`config.mk`:
```
export PLATFORM = sky130hd
export DESIGN_NAME = lsu_core_bridge
export DESIGN_NICKNAME = d
export VERILOG_FILES = /design/src/rtl/lsu_core_bridge.sv
export SDC_FILE = /design/constraint.sdc
export NUM_CORES = 1
export LEC_CHECK = 0
export CAP_MARGIN = 30
export CORE_MARGIN = 2
export CORE_UTILIZATION = 44
export CTS_BUF_LIST = sky130_fd_sc_hd__clkbuf_4 sky130_fd_sc_hd__clkbuf_8
export DETAILED_ROUTE_END_ITERATION = 7
export GPL_ROUTABILITY_DRIVEN = 1
export PLACE_DENSITY = 0.79
export RECOVER_POWER = 25
export SLEW_MARGIN = 10
export SYNTH_ARGS = -nofsm -noshare
export SYNTH_HDL_FRONTEND = slang
export SYNTH_SLANG_ARGS = --single-unit
export TNS_END_PERCENT = 30
```
`constraint.sdc`:
```
create_clock -name clk_i -period 2.42 [get_ports clk_i]
set_input_delay 0.363 -clock clk_i [delete_from_list [all_inputs] [get_ports clk_i]]
set_output_delay 0.363 -clock clk_i [all_outputs]
set_load 0.05 [all_outputs]
```
`src/rtl/lsu_core_bridge.sv`:
```
// lsu_core_bridge: core data port to word memory bus (byte lanes, store replication, load extension, fault detection).
// Latency: 3 cycles minimum (IDLE, BUSY with ready, RESP), +1 per memory wait cycle; illegal accesses answer in RESP after 2.
// Backpressure: core held by core_stall_o until RESP; memory stretches BUSY via mem_ready_i. LSU_TIMEOUT_EN aborts after TIMEOUT_CYCLES.
module lsu_core_bridge #(
    parameter int unsigned TIMEOUT_CYCLES = 16
) (
    input  logic        clk_i,
    input  logic        rst_i,
    input  logic        core_req_i,
    input  logic        core_we_i,
    input  logic [2:0]  core_size_i,
    input  logic [31:0] core_addr_i,
    input  logic [31:0] core_wd_i,
    output logic [31:0] core_rd_o,
    output logic        core_stall_o,
    output logic        fault_o,
    output logic        mem_req_o,
    output logic        mem_we_o,
    output logic [3:0]  mem_be_o,
    output logic [31:0] mem_addr_o,
    output logic [31:0] mem_wd_o,
    input  logic [31:0] mem_rd_i,
    input  logic        mem_ready_i
);

    typedef enum logic [1:0] {
        IDLE = 2'd0,
        BUSY = 2'd1,
        RESP = 2'd2
    } state_t;

    localparam logic [2:0] SZ_B  = 3'd0;
    localparam logic [2:0] SZ_H  = 3'd1;
    localparam logic [2:0] SZ_W  = 3'd2;
    localparam logic [2:0] SZ_BU = 3'd4;
    localparam logic [2:0] SZ_HU = 3'd5;

    state_t      state;
    logic [2:0]  lat_size;
    logic        req_legal;
    logic [3:0]  st_be;
    logic [31:0] st_wd;
    logic [31:0] ld_shift;
    logic [31:0] ld_dat;
    logic        timeout_hit;

    // Legality and store lane formatting; BU/HU stores behave like B/H.
    always_comb begin
        req_legal = 1'b0;
        st_be     = 4'hF;
        st_wd     = core_wd_i;
        case (core_size_i)
            SZ_B, SZ_BU: begin
                req_legal = 1'b1;
                if (core_we_i) begin
                    st_be = 4'b0001 << core_addr_i[1:0];
                    st_wd = {4{core_wd_i[7:0]}};
                end
            end
            SZ_H, SZ_HU: begin
                req_legal = ~core_addr_i[0];
                if (core_we_i) begin
                    st_be = core_addr_i[1] ? 4'b1100 : 4'b0011;
                    st_wd = {2{core_wd_i[15:0]}};
                end
            end
            SZ_W:    req_legal = (core_addr_i[1:0] == 2'b00);
            default: req_legal = 1'b0;
        endcase
    end

    // Aligned accesses let one shift bring the addressed byte or half down to bit 0.
    always_comb begin
        ld_shift = mem_rd_i >> {mem_addr_o[1:0], 3'b000};
        case (lat_size)
            SZ_B:    ld_dat = {{24{ld_shift[7]}}, ld_shift[7:0]};
            SZ_BU:   ld_dat = {24'h0, ld_shift[7:0]};
            SZ_H:    ld_dat = {{16{ld_shift[15]}}, ld_shift[15:0]};
            SZ_HU:   ld_dat = {16'h0, ld_shift[15:0]};
            default: ld_dat = mem_rd_i;
        endcase
    end

`ifdef LSU_TIMEOUT_EN
    localparam int CNT_W = $clog2(TIMEOUT_CYCLES + 1);
    logic [CNT_W-1:0] busy_cnt;

    always_ff @(posedge clk_i or negedge rst_i) begin
        if (!rst_i) begin
            busy_cnt <= '0;
        end else if (state != BUSY) begin
            busy_cnt <= '0;
        end else if (!mem_ready_i) begin
            busy_cnt <= busy_cnt + 1'b1;
        end
    end

    // Ready on the limit cycle still completes normally.
    assign timeout_hit = (state == BUSY) && !mem_ready_i &&
                         (busy_cnt == CNT_W'(TIMEOUT_CYCLES - 1));
`else
    assign timeout_hit = 1'b0;
`endif

    always_comb begin
        case (state)
            IDLE:    core_stall_o = core_req_i;
            BUSY:    core_stall_o = 1'b1;
            default: core_stall_o = 1'b0;
        endcase
    end

    always_ff @(posedge clk_i or negedge rst_i) begin
        if (!rst_i) begin
            state      <= IDLE;
            lat_size   <= 3'd0;
            core_rd_o  <= 32'h0;
            fault_o    <= 1'b0;
            mem_req_o  <= 1'b0;
            mem_we_o   <= 1'b0;
            mem_be_o   <= 4'h0;
            mem_addr_o <= 32'h0;
            mem_wd_o   <= 32'h0;
        end else begin
            case (state)
                IDLE: begin
                    fault_o <= 1'b0;
                    if (core_req_i) begin
                        if (req_legal) begin
                            mem_req_o  <= 1'b1;
                            mem_we_o   <= core_we_i;
                            mem_be_o   <= st_be;
                            mem_addr_o <= core_addr_i;
                            mem_wd_o   <= st_wd;
                            lat_size   <= core_size_i;
                            state      <= BUSY;
                        end else begin
                            core_rd_o <= 32'h0;
                            fault_o   <= 1'b1;
                            state     <= RESP;
                        end
                    end
                end
                BUSY: begin
                    if (mem_ready_i) begin
                        if (!mem_we_o) begin
                            core_rd_o <= ld_dat;
                        end
                        mem_req_o <= 1'b0;
                        state     <= RESP;
                    end else if (timeout_hit) begin
                        mem_req_o <= 1'b0;
                        core_rd_o <= 32'h0;
                        fault_o   <= 1'b1;
                        state     <= RESP;
                    end
                end
                RESP: begin
                    fault_o <= 1'b0;
                    state   <= IDLE;
                end
                default: begin
                    fault_o <= 1'b0;
                    state   <= IDLE;
                end
            endcase
        end
    end

endmodule

```
=== Word level (Yosys, flattened, before mapping) ===
Index checks and enable logic that the tools add are counted.
Widths: inputs -> output; s select.

* Output and inout bits: 104
* Bits of input ports: 104
* Flip-flop bits (word level): 108
* Word-level logic and storage cells: 62

* Equal/unequal tests: 13
* Reductions and logical operators: 11
* Shifts and indexed selects: 2
* Mux-type cells: 26
* Bitwise operators: 1

{| class="wikitable"
|+ Operators with widths
! kind !! number
|-
| $mux 32 || 6
|-
| $pmux 32 s2 || 2
|-
| $pmux 32 s4 || 1
|-
| $shr 32x5->16 || 1
|-
| $eq 3x3->1 const B || 4
|-
| $mux 4 || 3
|-
| $ne 2x2->1 const B || 5
|-
| $pmux 4 s2 || 1
|-
| $eq 3x1->1 const B || 2
|-
| $logic_not 3->1 || 2
|-
| $mux 2 || 3
|-
| $pmux 1 s2 || 3
|-
| $mux 1 || 5
|-
| $reduce_and 5->1 || 1
|-
| $logic_not 2->1 || 2
|-
| $pmux 2 s2 || 1
|-
| $reduce_and 4->1 || 1
|-
| $reduce_or 2->1 || 2
|-
| $shl 1x2->4 const A || 1
|-
| $eq 3x2->1 const B || 1
|-
| $pmux 1 s3 || 1
|-
| $reduce_and 3->1 || 1
|-
| $eq 2x1->1 const B || 1
|-
| $reduce_and 2->1 || 1
|-
| 2 further kinds || 2
|}

=== Longest topological paths before layout ===
* Depth in word-level cells: 6
* Mapped depth: 8
* Mapped depth without buffers: 4

=== Worst setup path before layout ===
No wires, ideal clock.

* Path kind: reg2reg
* Start point: register mem_addr_o[1]
* End point: register core_rd_o[22]
* Buffers on the path: 1
* Library setup time: 133 ps
* Stages on the path, launching flop included: 5
* Arrival: 1913 ps
* Data required time: 2287 ps
* Path slack: 374 ps
* Period minus slack after synthesis: 2046 ps
* Path through: dfrtp_1 mux4_2 mux2i_1 clkbuf_1 o21ai_0

* Word-level cells in the longest chain between the ends: 5

{| class="wikitable"
|+ Ends and longest elaborated chain
! element !! line !! RTL
|-
| start, declared || 20 || <nowiki>output logic [31:0] mem_addr_o,</nowiki>
|-
| start signal, assigned || 133 || <nowiki>mem_addr_o <= core_addr_i;</nowiki>
|-
| $shr 32x5->16 || 74 || <nowiki>ld_shift = mem_rd_i >> {mem_addr_o[1:0], 3'b000};</nowiki>
|-
| $pmux 32 s4 || 75 || <nowiki>case (lat_size)</nowiki>
|-
| $mux 32 || 146 || <nowiki>if (!mem_we_o) begin</nowiki>
|-
| $mux 32 || 145 || <nowiki>if (mem_ready_i) begin</nowiki>
|-
| $pmux 32 s2 || 125 || <nowiki>case (state)</nowiki>
|-
| end signal, assigned || 147 || <nowiki>core_rd_o <= ld_dat;</nowiki>
|-
| end, declared || 14 || <nowiki>output logic [31:0] core_rd_o,</nowiki>
|}

Every way passes these cells. The select of a mux whose other input is x is not followed.
A chain may end at the register's enable or synchronous reset.

=== Worst setup path after layout ===
* Start point: input core_addr_i[1]
* End point: register mem_addr_o[28]

* Word-level cells in the longest chain between the ends: 3

{| class="wikitable"
|+ Ends and longest elaborated chain
! element !! line !! RTL
|-
| start, declared || 12 || <nowiki>input logic [31:0] core_addr_i,</nowiki>
|-
| $logic_not 2->1 || 67 || <nowiki>SZ_W: req_legal = (core_addr_i[1:0] == 2'b00);</nowiki>
|-
| $pmux 1 s3 || 52 || <nowiki>case (core_size_i)</nowiki>
|-
| $reduce_and 3->1 (no line) || -- ||
|}

Every way passes these cells.

==> flow_summary.yaml <==
sta:
  min_period_ps: 2037
  rsz0062_at_grt: "false"
  clock.fmax_mhz: 490.9
  fin_skew_ps: 13.27
  period_share: 0.8417
  slew_headroom: 0.1243
  slew_violations: 0
  hold_viol: 0
  setup_viol: 0
  tightest_slew_ps: 1314
  holdWs_ps: 263.3
setup_path:
  critPathMaxFanout: 45
  crit_path_cell_trace: "clkdlybuf4s50_1 -> or4_4 -> a211o_4 -> buf_12 -> mux2_1"
  required_ps: 2680
  crit_family: "buffers and inverters"
  cp.arrival_ps: 2290
  cp-end-kind: "flip-flop"
  slowest_delay_ps: 550
  crit_type: "input pin to flip-flop"
  critPathSlowestCell: "or4_4"
  start_kind: "input pin"
  path_buf_inv: 2
power_and_ir_drop:
  clock_power_share: 0.153
  leakage_nw: 3.144
  powerDensity_nw_per_um2: 1177
  p_int_mw: 4.747
  sw_frac_of_total: 0.4601
  ir_drop_uv: 772.0
  switchingPower_mw: 4.045
  power_frac_comb: 0.530
  p_seq_frac: 0.317
cts:
  cts_root_buf: "clkbuf_8"
  htree_levels: 3
  clk_latency_ps: 380
  holdBufCountCts: 0
  clockBufferDepth: 2
  cts_resized: 0
  tritoncts: "built"
  post_cts_buffers: 0
  cts_buffers: 9
  clk_pin_slew_ps: 100
  cts_sinks: 108
grt:
  grt_pass1_vias: 4543
  overflow: 0
  antenna_found_initial: 0
  track_usage: 0.2512
  grt_max_degree: 54
  grt_pass1_wl_mm: 23.01
final_layout:
  nets: 740
  n_antenna_cell: 0
  regArea_um2: 2703
  final_cell_mix: "clkdlybuf4s50_1, dfrtp_1, o21ai_0, mux2_1"
  post_layout_nonfiller_instances: 781
  final_common_cell: "clkdlybuf4s50_1"
  drive_gt1_frac: 0.06864
  multi_input_area_um2: 2063
  fillers: 845
  syn2layout_area_growth_pct: 51.36
yosys:
  synth_compound_area_frac: 0.1712
  synth.distinct_cells: 34
  synth-seq-area-share: 0.5478
  yosys.area_share.simple: 0.07127
  muxShareOfSynthArea: 0.1740
  synthAdderAreaFrac: 0
  ys_ff_latch: 108
  postSynthAreaPerCell_um2: 11.47
  synth_enable_flop_cells: 0
  yosysWarningCount: 0
  synth_top_family_by_area: "multiplexers"
  synth-xor-area-share: 0
  yosys_most_used_dff: "dfrtp_1"
  synth-async-reset-ratio: 1.000
  syn_inst: 430
  syn-num-nets: 534
  syn_area_um2: 4933
floorplanning:
  rows: 38
  dieArea_um2: 12080
  io_pins: 208
  fp.dieH_um: 109.9
  die_x_um: 109.9
  coreArea_um2: 10890
  initial_utilization: 0.4531
route:
  wl_per_cell_um: 18.74
  drt-initial-drc-count: 324
  drt_wl_total_mm: 14.63
  ant_nets: 0
  drc: 0
  num_vias: 4321
  vias_per_cell: 5.533
  drtPass1Iterations: 5
worst_hold_path:
  hold_class: "input pin to async pin"
outcome:
  outcome: "completed"
placed_design:
  place_congestion: 0.9277
  dp_cells: 765
  placement.io_buffers: 207
  dp_hpwl_mm: 11.04
run:
  drv_cap: 0
## cell usage after synthesis (3+ instances only)
cell type | count | area (µm²)
a32oi_1 | 16 | 140.1
nand2_1 | 34 | 127.6
nand2b_1 | 10 | 62.56
buf_1 | 4 | 15.01
a21oi_1 | 26 | 130.1
dfrtp_1 | 108 | 2703
buf_6 | 5 | 56.30
mux2_1 | 43 | 484.2
o2bb2ai_1 | 23 | 201.4
mux2i_1 | 34 | 340.3
nor2b_1 | 3 | 18.77
clkbuf_1 | 20 | 75.07
a21o_1 | 5 | 37.54
nor2_1 | 16 | 60.06
o21ai_0 | 59 | 295.3
## power by group through the flow
stage / logic (mW) / registers [mW] / clock network, mW
6_report: 4.66 / 2.79 / 1.34
5_1_grt: 4.88 / 2.87 / 1.46
4_1_cts: 4.68 / 2.79 / 1.37
3_5_place_dp: 4.67 / 2.82 / 0
3_3_place_gp: 4.60 / 2.79 / 0
2_1_floorplan: 0.958 / 4.74 / 0
## state kept, by name (all words and copies together) (netlist names)
register,cells
fault_o,1
lat_size,3
mem_addr_o,32
mem_we_o,1
mem_wd_o,32
mem_be_o,4
core_rd_o,32
mem_req_o,1
state,2
## layout make-up
class                      count  share of cell area
inverter                       2            0.001005
timing repair buffer         228              0.3036
sequential                   108              0.3619
clock buffer                  11             0.01944
tap                          140             0.02346
multi-input combinational    287              0.2763
clock inverter                 5             0.01424
## worst paths after layout
path | start | endpoint | slack, ps | depth (start not counted)
max | core_addr_i[1] | mem_addr_o[28]$_DFFE_PN0P_ | 380 | 5
min | rst_i | core_rd_o[25]$_DFFE_PN0P_ | 260 | 1
max reg2reg | state[1]$_DFFE_PN0P_ | core_rd_o[23]$_DFFE_PN0P_ | 550 | 4
min reg2reg | mem_be_o[1]$_DFFE_PN0P_ | mem_be_o[1]$_DFFE_PN0P_ | 490 | 1
max in group asynchronous | rst_i | mem_addr_o[24]$_DFFE_PN0P_ | 770 | 2
min in group clk_i | mem_be_o[1]$_DFFE_PN0P_ | mem_be_o[1]$_DFFE_PN0P_ | 490 | 1
## routing by layer
layer / share of wire / wire length [µm] / GRT usage
met5: 0 / 0 / 0
met4: 0.023 / 336 / 0.09222
met3: 0.11 / 1653 / 0.09129
met2: 0.47 / 6868 / 0.4124
met1: 0.39 / 5777 / 0.3025
## through the flow
stage                     setup TNS, ps  cell area (µm²)  setup WS, ps  power, mW  utilization
after floorplan                       0             4933         374.1      5.699            -
after global placement                0             7248         22.54      7.390       0.6657
after detailed placement         -41.78             7248        -14.52      7.487       0.6657
after CTS                             0             7500         374.9      8.847       0.6888
after global routing                  0             7467         304.3      9.201       0.6858
final                                 0             7467         383.0      8.792       0.6858
## cell families (layout without fill, tap and decap cells)
family / Yosys count / in the layout
multiplexers: 79 / 79
flip-flops: 108 / 108
AO/OA/AOI/OAI: 134 / 134
buffers and inverters: 35 / 246
AND/OR/NAND/NOR: 74 / 74
Power figures use the tool's default switching activity.
==> RTL change 1 (same flow settings) <==
The 3 states of `state_t` get a one-hot encoding in 3 bits.
--- a/src/rtl/lsu_core_bridge.sv
+++ b/src/rtl/lsu_core_bridge.sv
@@ -24,8 +24,8 @@
 );
 
-    typedef enum logic [1:0] {
-        IDLE = 2'd0,
-        BUSY = 2'd1,
-        RESP = 2'd2
+    typedef enum logic [2:0] {
+        IDLE = 3'b001,
+        BUSY = 3'b010,
+        RESP = 3'b100
     } state_t;
 
Function: same outputs for any inputs over 4 cycles, from zero or initial values and one cycle with rst_i low; so few cycles prove little.
==> RTL change 1 against the original RTL <==
Power up 14%. Clock skew increased by 0.0029 ns. Die area increased by 2.8%. Worst setup slack worse by 0.29 ns. Synthesized area is 2.9% higher. Clock power grew 7%. Design area is 1.9% higher. Critical endpoint is now mem_addr_o[0]. Wire length rose by 2.4%. Sequential cell count increased by 1. Via count is 2.0% higher. Register-to-register slack lost 0.23 ns.
==> RTL change 1: results (changes against the original RTL) <==
- Leading post-synthesis cells by instance count: sky130_fd_sc_hd__dfrtp_1 (108), sky130_fd_sc_hd__nand2_1 (50), sky130_fd_sc_hd__o21ai_0 (50)
* Peak supply drop: 0.00105 V (+37%)
- Post-DP Area: 7350 µm² (+1.4%)
- Violation count after the first detailed-route iteration: 216 (-33%)
* Share of cells above drive strength 1: 0.128 (+0.0596)
- The arrival time at the worst endpoint is 1.97 ns (-0.32 ns).
* Routed wirelength normalized by instance count: 18.6 µm (-0.78%)
- Layout net count: 763 (+3.1%)
- The top fanout value on the critical path is 15 (-67%).
- Register-to-register setup slack: 0.32 ns (-0.23 ns)
* Seq/Total Area, Yosys: 0.537 (-0.0105)
* Via count of the first global-routing pass: 4555 (+0.26%)
- The maximum cell stage delay along the critical path was 0.90 ns (+0.35 ns).
- The worst register-to-register path ends at core_rd_o[10].
- Worst hold slack: 0.486 ns (+0.223 ns)
- Detail-routed via count per cell: 5.47 (-1.1%)
* Slowest cell on the critical path: sky130_fd_sc_hd__clkdlybuf4s50_1
* Leakage dissipation: 3.24 nW (+3.0%)
- Mean cell area of the mapped netlist: 11.1 µm² (-3.1%)
* Met3 track demand over resource in global routing: 0.0974 (+0.00616)
* Global-route wire length before repair: 23700 µm (+2.9%)
- Slew at the pin closest to its max-slew limit: 0.934 ns (-0.380 ns)
* Run status: complete, no violations
- FILL cells: 890 (+5.3%)
* Number of search-and-repair iterations in the first detailed-routing pass: 4 (-1)
- Hold/Removal Path Class: reg -> reg
- The pin count of the biggest net entering global routing came to 82 (+52%).
- The number of unique standard cell types used by synthesis was 41 (+21%).
RTL change 1: changes by cell type after synthesis, moves of 9 or more:
cell,change
sky130_fd_sc_hd__a32oi_1,-16
sky130_fd_sc_hd__mux2_1,-43
sky130_fd_sc_hd__mux2_2,+43
sky130_fd_sc_hd__nand2_1,+16
sky130_fd_sc_hd__o211ai_1,+17
sky130_fd_sc_hd__o21ai_0,-9
RTL change 1: worst max path at each step:
stage          slack [ns]            end  depth (start not counted)           start
6_report             0.09  mem_addr_o[0]                          1   mem_addr_o[0]
5_1_grt              0.03  mem_addr_o[0]                          1   mem_addr_o[0]
4_1_cts              0.08  mem_addr_o[0]                          1   mem_addr_o[0]
3_5_place_dp         0.04  mem_addr_o[6]                          5  core_addr_i[0]
3_3_place_gp         0.13  mem_addr_o[3]                          5  core_addr_i[0]
2_1_floorplan        0.18  core_rd_o[10]                          6   mem_addr_o[1]
RTL change 1: layer usage:
metal	up-vias	share of wire
met1	2150	0.39
met3	19	0.10
met4	0	0.018
met2	191	0.48
li1	2049	-
met5	-	0
RTL change 1: worst reg2reg max path, stage by stage, from the launching register on:
cell and delay [ns]:
sky130_fd_sc_hd__dfrtp_1 0.84, sky130_fd_sc_hd__mux2i_1 0.22, sky130_fd_sc_hd__o22ai_1 0.27, sky130_fd_sc_hd__nor2b_1 0.51
sky130_fd_sc_hd__a221o_1 0.19
RTL change 1: cells by family (layout without fill, tap and decap cells):
kind of cell | count (synthesis) | count (layout) | share of synthesized area
mux | 78 | 78 | 0.165
compound gates | 133 | 133 | 0.173
simple gates | 97 | 97 | 0.0902
buf+inv | 40 | 246 | 0.0345
flops | 109 | 109 | 0.537
RTL change 1: stage by stage:
step                utilization  power (mW)  setup WS (ns)
floorplan                     -        6.61          0.181
global placement          0.649        8.55          0.130
detailed placement        0.649        8.66         0.0397
CTS                       0.674        10.1         0.0824
global route              0.672        10.5         0.0291
finish                    0.672        10.1         0.0890
RTL change 1: what timing repair did:
| action | CTS | global route |
|---|---|---|
| endpoints found under the hold margin | 34 | 0 |
| setup buffers | 0 | 0 |
| hold buffers | 1 | 0 |
RTL change 1: report_power, final:
part	total, mW	switching (mW)	internal (mW)
combinational	5.58	3.54	2.04
clock	1.43	0.607	0.826
sequential	3.05	0.547	2.51
RTL change 1: final cells by class:
cell class,instances,share of cell area
flip-flops and latches,109,0.359
repair buffers,226,0.295
multi-input cells,308,0.286
well taps,143,0.0235
clock buffers,11,0.0191
clock inverters,4,0.0158
inverters,5,0.00247
==> RTL change 2 (same flow settings) <==
Without the edit above. Add a define of `LSU_TIMEOUT_EN`.
--- a/src/rtl/lsu_core_bridge.sv
+++ b/src/rtl/lsu_core_bridge.sv
@@ -2,4 +2,6 @@
 // Latency: 3 cycles minimum (IDLE, BUSY with ready, RESP), +1 per memory wait cycle; illegal accesses answer in RESP after 2.
 // Backpressure: core held by core_stall_o until RESP; memory stretches BUSY via mem_ready_i. LSU_TIMEOUT_EN aborts after TIMEOUT_CYCLES.
+`define LSU_TIMEOUT_EN
+
 module lsu_core_bridge #(
     parameter int unsigned TIMEOUT_CYCLES = 16
Behaviour: same outputs for any inputs over 4 cycles, from zero or initial values and one cycle with rst_i low; that may be too few to reach the edited logic, so the function may still have changed.
==> RTL change 2 against the original RTL <==
Clock skew decreased by 0.0025 ns. Power is 16% higher. Sequential cell count increased by 5. Synthesized area up 9.3%. The flow now finishes with violations (max-capacitance violations, max-slew violations). Critical path type is now reg -> reg. Largest power group unchanged. Wire length is 7.0% higher. Sequential power grew 7%. Critical endpoint is now core_rd_o[9]. Design area is 8.6% higher. Worst setup slack got worse by 0.095 ns. Maximum frequency decreased by 4.4%.
==> RTL change 2: results (changes against the original RTL) <==
- The number of standard cells after synthesis was 482 (+12%).
- Net count of the mapped netlist: 588 (+10%)
- Final-report max-slew violation count: 28 (+28)
- The via total after detailed routing was 4662 (+7.9%).
* Routed wire length: 15700 µm (+7.0%)
- The final critical-path required period is 2.13 ns (+0.0946 ns).
- The wire length of the first global-routing pass was 25200 µm (+9.5%).
- The pre-CTS setup slack came to 0.0902 ns (+0.105 ns).
- The maximum ir drop on the vdd rail was 0.000853 V (+10%).
- Setup crit end: core_rd_o[9]
- Cts bufs inserted: 17 (+8)
* Register-to-register setup slack: 0.29 ns (-0.26 ns)
- The global placer's final weighted congestion came to 0.876 (-5.6%).
- After synthesis, the cell types taking the most area are sky130_fd_sc_hd__dfrtp_1 (52%), sky130_fd_sc_hd__mux2_2 (9.2%), sky130_fd_sc_hd__mux2i_1 (6.1%), sky130_fd_sc_hd__o21ai_0 (3.2%), sky130_fd_sc_hd__nand2_1 (3.2%).
* Initial antenna violation count: 1 (+1)
* Number of violations of the max-capacitance limit: 1 (+1)
- The average wire length per cell after detail routing is 18.3 µm (-2.2%).
* Areal power density over the cells: 1250 nW/µm² (+6.4%)
* CP arrival: 2.45 ns (+0.16 ns)
- The length of the first detailed-routing pass in iterations was 4 (-1).
- Failing checks: max-capacitance violations, max-slew violations
* Run status: finished, violations left
- The worst setup skew after layout came to 0.0107 ns (-0.00254 ns).
- Seq/Total Area, Yosys: 0.524 (-0.0236)
- Worst-path fanout max: 9 (-80%)
* DP Wirelength: 11600 µm (+5.5%)
- The via count of the first global-routing pass is 4885 (+7.5%).
- Clk_lat worst skew: 0.44 ns (+0.06 ns)
- Layout net count: 799 (+8.0%)
RTL change 2: changes by cell type after synthesis, moves of 12 or more:
cell / before / now
sky130_fd_sc_hd__a2bb2oi_1: 0 / 15
sky130_fd_sc_hd__a32oi_1: 16 / 0
sky130_fd_sc_hd__inv_1: 2 / 28
sky130_fd_sc_hd__mux2_1: 43 / 0
sky130_fd_sc_hd__mux2_2: 1 / 44
sky130_fd_sc_hd__nand2_1: 34 / 46
sky130_fd_sc_hd__o21ai_0: 59 / 35
sky130_fd_sc_hd__o221ai_1: 0 / 13
sky130_fd_sc_hd__o2bb2ai_1: 23 / 0
RTL change 2: routing by layer:
metal,vias to the layer above,track usage,part of all wire
met2,223,0.402,0.47
met5,-,0,0
met1,2252,0.298,0.40
met4,0,0.0715,0.019
li1,2167,-,-
met3,20,0.114,0.11
RTL change 2: kinds of logic (layout without fill, tap and decap cells):
family | Yosys count | count (layout) | synth area share
AND/OR/NAND/NOR | 88 | 88 | 0.0731
AO/OA/AOI/OAI | 134 | 134 | 0.187
flip-flops | 113 | 113 | 0.524
other | 0 | 1 | 0
multiplexers | 78 | 78 | 0.157
buffers and inverters | 64 | 288 | 0.0492
XOR/XNOR | 3 | 3 | 0.00487
adder cells (fa/ha/maj) | 2 | 2 | 0.00464
RTL change 2: area by class of cell:
type,instances,area [µm²]
multi-input combinational,305,2320
clock inverter,15,146
inverter,28,105
timing repair buffer,228,2290
fill,920,3900
clock buffer,17,234
sequential,113,2830
tap,147,184
antenna,1,2.50
RTL change 2: where the power goes:
part	switching, mW	internal [mW]
Combinational	3.49	1.97
Clock	0.883	0.840
Sequential	0.443	2.54
Total	4.81	5.35
RTL change 2: timing repair:
item,in CTS,in global routing
gates resized for setup,0,1
hold buffers,1,0
endpoints found under the setup margin,0,1
hold endpoints to repair,26,0
RTL change 2: worst max-delay path, cell delays in order, from the launching register on:
cell and delay (ns):
sky130_fd_sc_hd__dfrtp_1 0.39, sky130_fd_sc_hd__ha_1 0.17, sky130_fd_sc_hd__and3_1 0.16, sky130_fd_sc_hd__ha_1 0.20, sky130_fd_sc_hd__nand2b_1 0.10, sky130_fd_sc_hd__a311oi_1 0.33
sky130_fd_sc_hd__nand2_1 0.30, sky130_fd_sc_hd__a221o_1 0.37
RTL change 2: worst min-delay path by stage:
stage	endpoint	slack, ns	cells past startpoint
after floorplan	busy_cnt[0]	0.07	0
after global placement	mem_addr_o[31]	0.31	1
after detailed placement	mem_addr_o[29]	0.31	1
after CTS	mem_wd_o[16]	0.41	2
after global routing	mem_addr_o[13]	0.50	2
final	mem_be_o[2]	0.48	1
